**src/rtl/div_iter.sv**
```systemverilog
// div_iter: multi-cycle iterative radix-2 restoring divider for MIPS DIV/DIVU
// in the execute stage. It raises a combinational stall to the hazard unit
// while a division is in flight. Quotient (LO) and remainder (HI) are
// presented with div_valid in the cycle the stall releases.
//
// Ports:
//   clk            pipeline clock
//   resetn         asynchronous active-low reset
//   div_start      E stage holds a valid DIV/DIVU (held while frozen)
//   div_signed     1 = DIV (two's complement), 0 = DIVU
//   div_cancel     E-stage exception flush, aborts any operation
//   dividend       rs operand, sampled on accept
//   divisor        rt operand, sampled on accept
//   div_stall      pipeline freeze request
//   div_valid      result valid this cycle
//   div_quotient   quotient (to LO), held until the next result
//   div_remainder  remainder (to HI), held until the next result
//
// Optional build macro:
//   DIV_EARLY_OUT_EN  when defined, a non-zero divisor whose magnitude
//                     exceeds the dividend's skips the iterations and
//                     completes in one cycle (q = 0, r = dividend).
//
// state | meaning
// ------+------------------------------------------------------------
// IDLE  | waiting for div_start; stall is raised in the accept cycle
// BUSY  | one shift-subtract step per cycle, DATA_WIDTH cycles in all
// DONE  | sign-fixed results on the outputs, div_valid high one cycle

module div_iter #(
    parameter int DATA_WIDTH = 32
) (
    input  logic                  clk,
    input  logic                  resetn,
    input  logic                  div_start,
    input  logic                  div_signed,
    input  logic                  div_cancel,
    input  logic [DATA_WIDTH-1:0] dividend,
    input  logic [DATA_WIDTH-1:0] divisor,
    output logic                  div_stall,
    output logic                  div_valid,
    output logic [DATA_WIDTH-1:0] div_quotient,
    output logic [DATA_WIDTH-1:0] div_remainder
);

    localparam int CNT_W = (DATA_WIDTH > 1) ? $clog2(DATA_WIDTH) : 1;
    localparam int PR_W  = 2 * DATA_WIDTH + 1;
    localparam logic [CNT_W-1:0] CNT_LAST = CNT_W'(DATA_WIDTH - 1);

    typedef enum logic [1:0] {
        IDLE = 2'd0,
        BUSY = 2'd1,
        DONE = 2'd2
    } state_t;

    state_t                state_q, state_d;
    logic [CNT_W-1:0]      cnt_q, cnt_d;
    // Partial remainder: upper DATA_WIDTH+1 bits hold the running
    // remainder, lower DATA_WIDTH bits shift the dividend out and the
    // quotient bits in.
    logic [PR_W-1:0]       pr_q, pr_d;
    logic [DATA_WIDTH-1:0] dvs_q, dvs_d;
    // Raw dividend kept for the divide-by-zero remainder.
    logic [DATA_WIDTH-1:0] dvd_q, dvd_d;
    logic                  qneg_q, qneg_d;
    logic                  rneg_q, rneg_d;
    logic                  dz_q, dz_d;
    logic [DATA_WIDTH-1:0] quot_q, quot_d;
    logic [DATA_WIDTH-1:0] rem_q, rem_d;

    logic [DATA_WIDTH-1:0] mag_dvd;
    logic [DATA_WIDTH-1:0] mag_dvs;
    logic                  dvs_zero;
    logic [PR_W:0]         pr_shl;
    logic [DATA_WIDTH+1:0] trial;
    logic [PR_W-1:0]       pr_step;
    logic [DATA_WIDTH-1:0] q_raw;
    logic [DATA_WIDTH-1:0] r_raw;

    // Operand magnitudes and one restoring step.
    always_comb begin
        mag_dvd  = (div_signed && dividend[DATA_WIDTH-1]) ? -dividend : dividend;
        mag_dvs  = (div_signed && divisor[DATA_WIDTH-1])  ? -divisor  : divisor;
        dvs_zero = (divisor == '0);

        // The top bit of pr_q is always zero (remainder < divisor), so the
        // shifted upper part fits in DATA_WIDTH+1 bits; one extra bit in the
        // trial subtraction carries the borrow.
        pr_shl  = {pr_q, 1'b0};
        trial   = pr_shl[PR_W:DATA_WIDTH] - {2'b00, dvs_q};
        pr_step = trial[DATA_WIDTH+1]
                ? pr_shl[PR_W-1:0]
                : {trial[DATA_WIDTH:0], pr_shl[DATA_WIDTH-1:1], 1'b1};
        q_raw   = pr_step[DATA_WIDTH-1:0];
        r_raw   = pr_step[2*DATA_WIDTH-1:DATA_WIDTH];
    end

    // Next-state and datapath update.
    always_comb begin
        state_d = state_q;
        cnt_d   = cnt_q;
        pr_d    = pr_q;
        dvs_d   = dvs_q;
        dvd_d   = dvd_q;
        qneg_d  = qneg_q;
        rneg_d  = rneg_q;
        dz_d    = dz_q;
        quot_d  = quot_q;
        rem_d   = rem_q;

        if (div_cancel) begin
            // Flush wins in every state; results from an earlier division
            // stay on the outputs.
            state_d = IDLE;
            cnt_d   = '0;
        end else begin
            unique case (state_q)
                IDLE: begin
                    if (div_start) begin
                        pr_d    = {{(DATA_WIDTH+1){1'b0}}, mag_dvd};
                        dvs_d   = mag_dvs;
                        dvd_d   = dividend;
                        qneg_d  = div_signed & (dividend[DATA_WIDTH-1] ^ divisor[DATA_WIDTH-1]);
                        rneg_d  = div_signed & dividend[DATA_WIDTH-1];
                        dz_d    = dvs_zero;
                        cnt_d   = '0;
                        state_d = BUSY;
`ifdef DIV_EARLY_OUT_EN
                        if (!dvs_zero && (mag_dvd < mag_dvs)) begin
                            quot_d  = '0;
                            rem_d   = dividend;
                            state_d = DONE;
                        end
`endif
                    end
                end

                BUSY: begin
                    pr_d  = pr_step;
                    cnt_d = cnt_q + CNT_W'(1);
                    if (cnt_q == CNT_LAST) begin
                        cnt_d   = '0;
                        state_d = DONE;
                        if (dz_q) begin
                            // Divide by zero: no sign fixup on either result.
                            quot_d = '1;
                            rem_d  = dvd_q;
                        end else begin
                            quot_d = qneg_q ? -q_raw : q_raw;
                            rem_d  = rneg_q ? -r_raw : r_raw;
                        end
                    end
                end

                DONE: begin
                    // Back to IDLE regardless of div_start: a start still
                    // high here belongs to the instruction just completed.
                    state_d = IDLE;
                end

                default: begin
                    state_d = IDLE;
                    cnt_d   = '0;
                end
            endcase
        end
    end

    always_ff @(posedge clk or negedge resetn) begin
        if (!resetn) begin
            state_q <= IDLE;
            cnt_q   <= '0;
            pr_q    <= '0;
            dvs_q   <= '0;
            dvd_q   <= '0;
            qneg_q  <= 1'b0;
            rneg_q  <= 1'b0;
            dz_q    <= 1'b0;
            quot_q  <= '0;
            rem_q   <= '0;
        end else begin
            state_q <= state_d;
            cnt_q   <= cnt_d;
            pr_q    <= pr_d;
            dvs_q   <= dvs_d;
            dvd_q   <= dvd_d;
            qneg_q  <= qneg_d;
            rneg_q  <= rneg_d;
            dz_q    <= dz_d;
            quot_q  <= quot_d;
            rem_q   <= rem_d;
        end
    end

    // Stall is gated by resetn so that a start held through reset does not
    // freeze the pipeline while the divider is being cleared.
    always_comb begin
        div_stall = resetn & ~div_cancel
                  & (((state_q == IDLE) & div_start) | (state_q == BUSY));
        div_valid = ~div_cancel & (state_q == DONE);
    end

    assign div_quotient  = quot_q;
    assign div_remainder = rem_q;

endmodule

```
**config.mk**
```make
export PLATFORM = sky130hd
export DESIGN_NAME = div_iter
export DESIGN_NICKNAME = d
export VERILOG_FILES = /design/src/rtl/div_iter.sv
export SDC_FILE = /design/constraint.sdc
export NUM_CORES = 1
export LEC_CHECK = 0
export ABC_AREA = 1
export BUFFER_PORTS_ARGS = -buffer_cell sky130_fd_sc_hd__buf_2
export CAP_MARGIN = 25
export CORE_MARGIN = 2
export CORE_UTILIZATION = 55
export DETAILED_ROUTE_END_ITERATION = 12
export PLACE_DENSITY = 0.78
export SLEW_MARGIN = 20
export SYNTH_ARGS = -nofsm -noshare
export SYNTH_HDL_FRONTEND = slang
export SYNTH_SLANG_ARGS = --single-unit
```
**constraint.sdc**
```tcl
create_clock -name clk -period 3.1 [get_ports clk]
set_input_delay 0 -clock clk [delete_from_list [all_inputs] [get_ports clk]]
set_output_delay 0 -clock clk [all_outputs]
set_load 0.01 [all_outputs]
```
==> results.json <==
{
  "startpoint_type": "register",
  "row_count": 58,
  "gp_congestion": 0.9953,
  "wl_met1_um": 22520,
  "first_pass_iters": 5,
  "wl_met3_um": 4453,
  "fin_ws_ns": -0.08686,
  "antennaDiodeCount": 0,
  "cp-end-kind": "register",
  "hpwl_um": 38090,
  "async_flop_share": 1.000,
  "p_leak_nw": 10.05,
  "synth_cell_type_count": 53,
  "synth_top_cell_by_area": "dfrtp_1",
  "required_ns": 3.58,
  "layout-drive-gt1-share": 0.2746,
  "wl_met2_um": 24240,
  "arrival_ns": 3.67,
  "die_h_um": 164.4,
  "finClkSkew_ns": 0.01885,
  "cts_root_buf": "clkbuf_16",
  "finalWirelength_um": 53130,
  "synthFlopType": "dfrtp_1",
  "final_common_cell": "nand2_1",
  "grt_pass1_vias": 15080,
  "core_region_area_sq_um": 25250,
  "synth_top_area_frac": 0.3588,
  "clockBufferDepth": 3,
  "report.final.hold_viol_count": 0,
  "drt_iter0_markers": 1599,
  "clk_latency_ns": 0.54,
  "critPathSlowestCell": "dfrtp_1",
  "worstSetupPathType": "register to register",
  "maxCapViolations": 0,
  "fin_crit_ns": 3.187,
  "cts_tree": "built",
  "cp_max_fo": 3,
  "wl_per_cell_um": 18.94,
  "cts_made_buffers": 24,
  "drc": 0,
  "syn_area_sq_um": 14160,
  "p_total_w": 0.02104,
  "top_layer": "met4",
  "area_growth_pct": 37.68,
  "final_cell_mix": "nand2_1, inv_1, buf_4",
  "cts_sinks": 203,
  "cp_top_family": "simple AND/OR/NAND/NOR gates",
  "dieArea_sq_um": 27040,
  "vias": 16120,
  "placed_cells": 2648,
  "relSlewSlack": 0.4131,
  "setup_viol": 12,
  "slew_violations": 0,
  "outcome": "finished with violations",
  "syn-num-nets": 2162,
  "overflow": 0,
  "grt_pass1_wl_um": 80840,
  "worst_pin_slew_ns": 0.8793,
  "yosysSeqAreaShare": 0.3588,
  "viasPerCell": 5.744,
  "path_cells": "ha_4, nand2_1, nand2_1, o21bai_4, a21oi_2, nand2_4, nand2_4, nand3_4, nand2_4, ha_4, nand2_4, nor2_4, nand2_2, nor4_4, nor2_2, a21oi_2, o21ai_2, nor2_1, xor2_1, o22ai_1, inv_1",
  "fin_cells": 2806,
  "cts.htree.levels": 1,
  "antenna_found_initial": 2,
  "violations": "setup timing",
  "syn_inst": 2054,
  "placed_area_sq_um": 16860,
  "postRouteAntennaNets": 0,
  "avgSynthCellArea_sq_um": 6.893,
  "place.port_buffers": 134,
  "fin_crit_sh": 1.028,
  "rsz0062_at_grt": "true",
  "ios": 135,
  "holdCritPathClass": "primary input to register",
  "nets": 2569,
  "grtUsageTotal": 0.3840,
  "die_w_um": 164.4,
  "ir_worst_vdd_mv": 0.6959,
  "start_util": 0.5606,
  "ys_seq_elements": 203,
  "cpMostUsedCell": "nand2_4",
  "stdcell_area_sq_um": 19490,
  "grt_max_degree": 83,
  "yosys-top-cells-area": "dfrtp_1, nand2_1, inv_1, o21ai_0, nor2_1",
  "p_per_area_nw_per_um2": 1080,
  "synth_edf_count": 0,
  "clk_pin_slew_ns": 0.06,
  "crit_buf_inv": 1,
  "timing.fmax_mhz": 313.8,
  "yosys_warnings": 0,
  "slowest_delay_ns": 0.41
}
==> report_power, final <==
part           internal, W  total (W)  leakage [nW]  switching, W
registers          0.00312    0.00355          2.65      0.000428
clock network      0.00179    0.00300         0.408       0.00121
logic              0.00620     0.0145          6.99       0.00829
==> logic make-up (layout without fill, tap and decap cells) <==
logic type / Yosys count / in the layout / synth area share
AND/OR/NAND/NOR: 962 / 962 / 0.2900
flip-flops: 203 / 203 / 0.3588
adder cells (fa/ha/maj): 39 / 39 / 0.03500
buffers and inverters: 348 / 770 / 0.09738
AO/OA/AOI/OAI: 417 / 417 / 0.1662
XOR/XNOR: 85 / 85 / 0.05258
==> Yosys cell counts (5+ instances only) <==
cell	instances
nor2_1	163
nand4_1	19
nor4_1	9
o21ai_2	6
nand2_1	552
inv_2	9
ha_1	38
o21ai_1	20
nor2_2	13
xor2_1	60
nand3_2	5
o21ai_0	176
o22ai_1	47
dfrtp_1	203
clkbuf_1	58
o211ai_1	24
xnor2_1	25
nand3_1	120
or2_2	5
a21oi_1	98
a31oi_1	17
buf_6	7
inv_1	259
o31ai_1	8
nand2_2	37
nor3_1	22
==> worst min-delay path, stage by stage <==
cell,delay [ns]
buf_2,0.14
o221ai_1,0.14
o211ai_1,0.10
o21ai_0,0.10
==> registers in the layout, indices dropped and copies added (netlist names) <==
name and flops:
state_q 2, cnt_q 5, qneg_q 1, div_remainder 32, rneg_q 1, div_quotient 32, pr_q 65, dvs_q 32
dvd_q 32, dz_q 1
==> final timing paths <==
| check | startpoint | endpoint | slack (ns) | cells past startpoint |
|---|---|---|---|---|
| min in group asynchronous | resetn | dvs_q[16]$_DFFE_PN0P_ | 0.04 | 2 |
| worst max-delay path | pr_q[43]$_DFFE_PN0P_ | div_quotient[30]$_DFFE_PN0P_ | -0.09 | 21 |
| worst min register to register | div_remainder[24]$_DFFE_PN0P_ | div_remainder[24]$_DFFE_PN0P_ | 0.47 | 2 |
| worst min-delay path | div_signed | pr_q[31]$_DFFE_PN0P_ | 0.01 | 4 |
| max in group asynchronous | resetn | dvd_q[2]$_DFFE_PN0P_ | 2.16 | 3 |
| worst max register to register | pr_q[43]$_DFFE_PN0P_ | div_quotient[30]$_DFFE_PN0P_ | -0.09 | 21 |
==> repair_timing <==
item                       in CTS  in global routing
pin swaps                      32                 60
resized for setup              56                144
hold buffers                   74                  0
hold endpoints to repair      213                  0
buffers inserted               18                 25
setup endpoints to repair      24                 53
==> metrics by stage <==
step	hold WS [ns]	utilization	TNS (ns)	worst slack, ns
floorplan	-0.2956	-	-0.04210	-0.04210
global placement	0.03352	0.6677	-1.325	-0.1293
global route	0.01852	0.7719	-4.647	-0.2594
finish	0.01175	0.7719	-0.4114	-0.08686
CTS	0.01302	0.7428	-1.262	-0.1586
detailed placement	0.04086	0.6677	-2.160	-0.1919
==> metal layers <==
layer	vias to the layer above	track usage
met3	143	0.05851
met5	-	0
met4	0	0.1202
li1	7510	-
met1	7578	0.5374
met2	887	0.6153
==> layout make-up <==
type                       count  area, sq um
multi-input combinational   1503         8758
fill                        1830         5761
sequential                   203         5081
timing repair buffer         457         3396
inverter                     272         1025
clock buffer                  31        676.9
tap                          330        412.9
clock inverter                10        143.9
(Power assumes the default switching activity.)
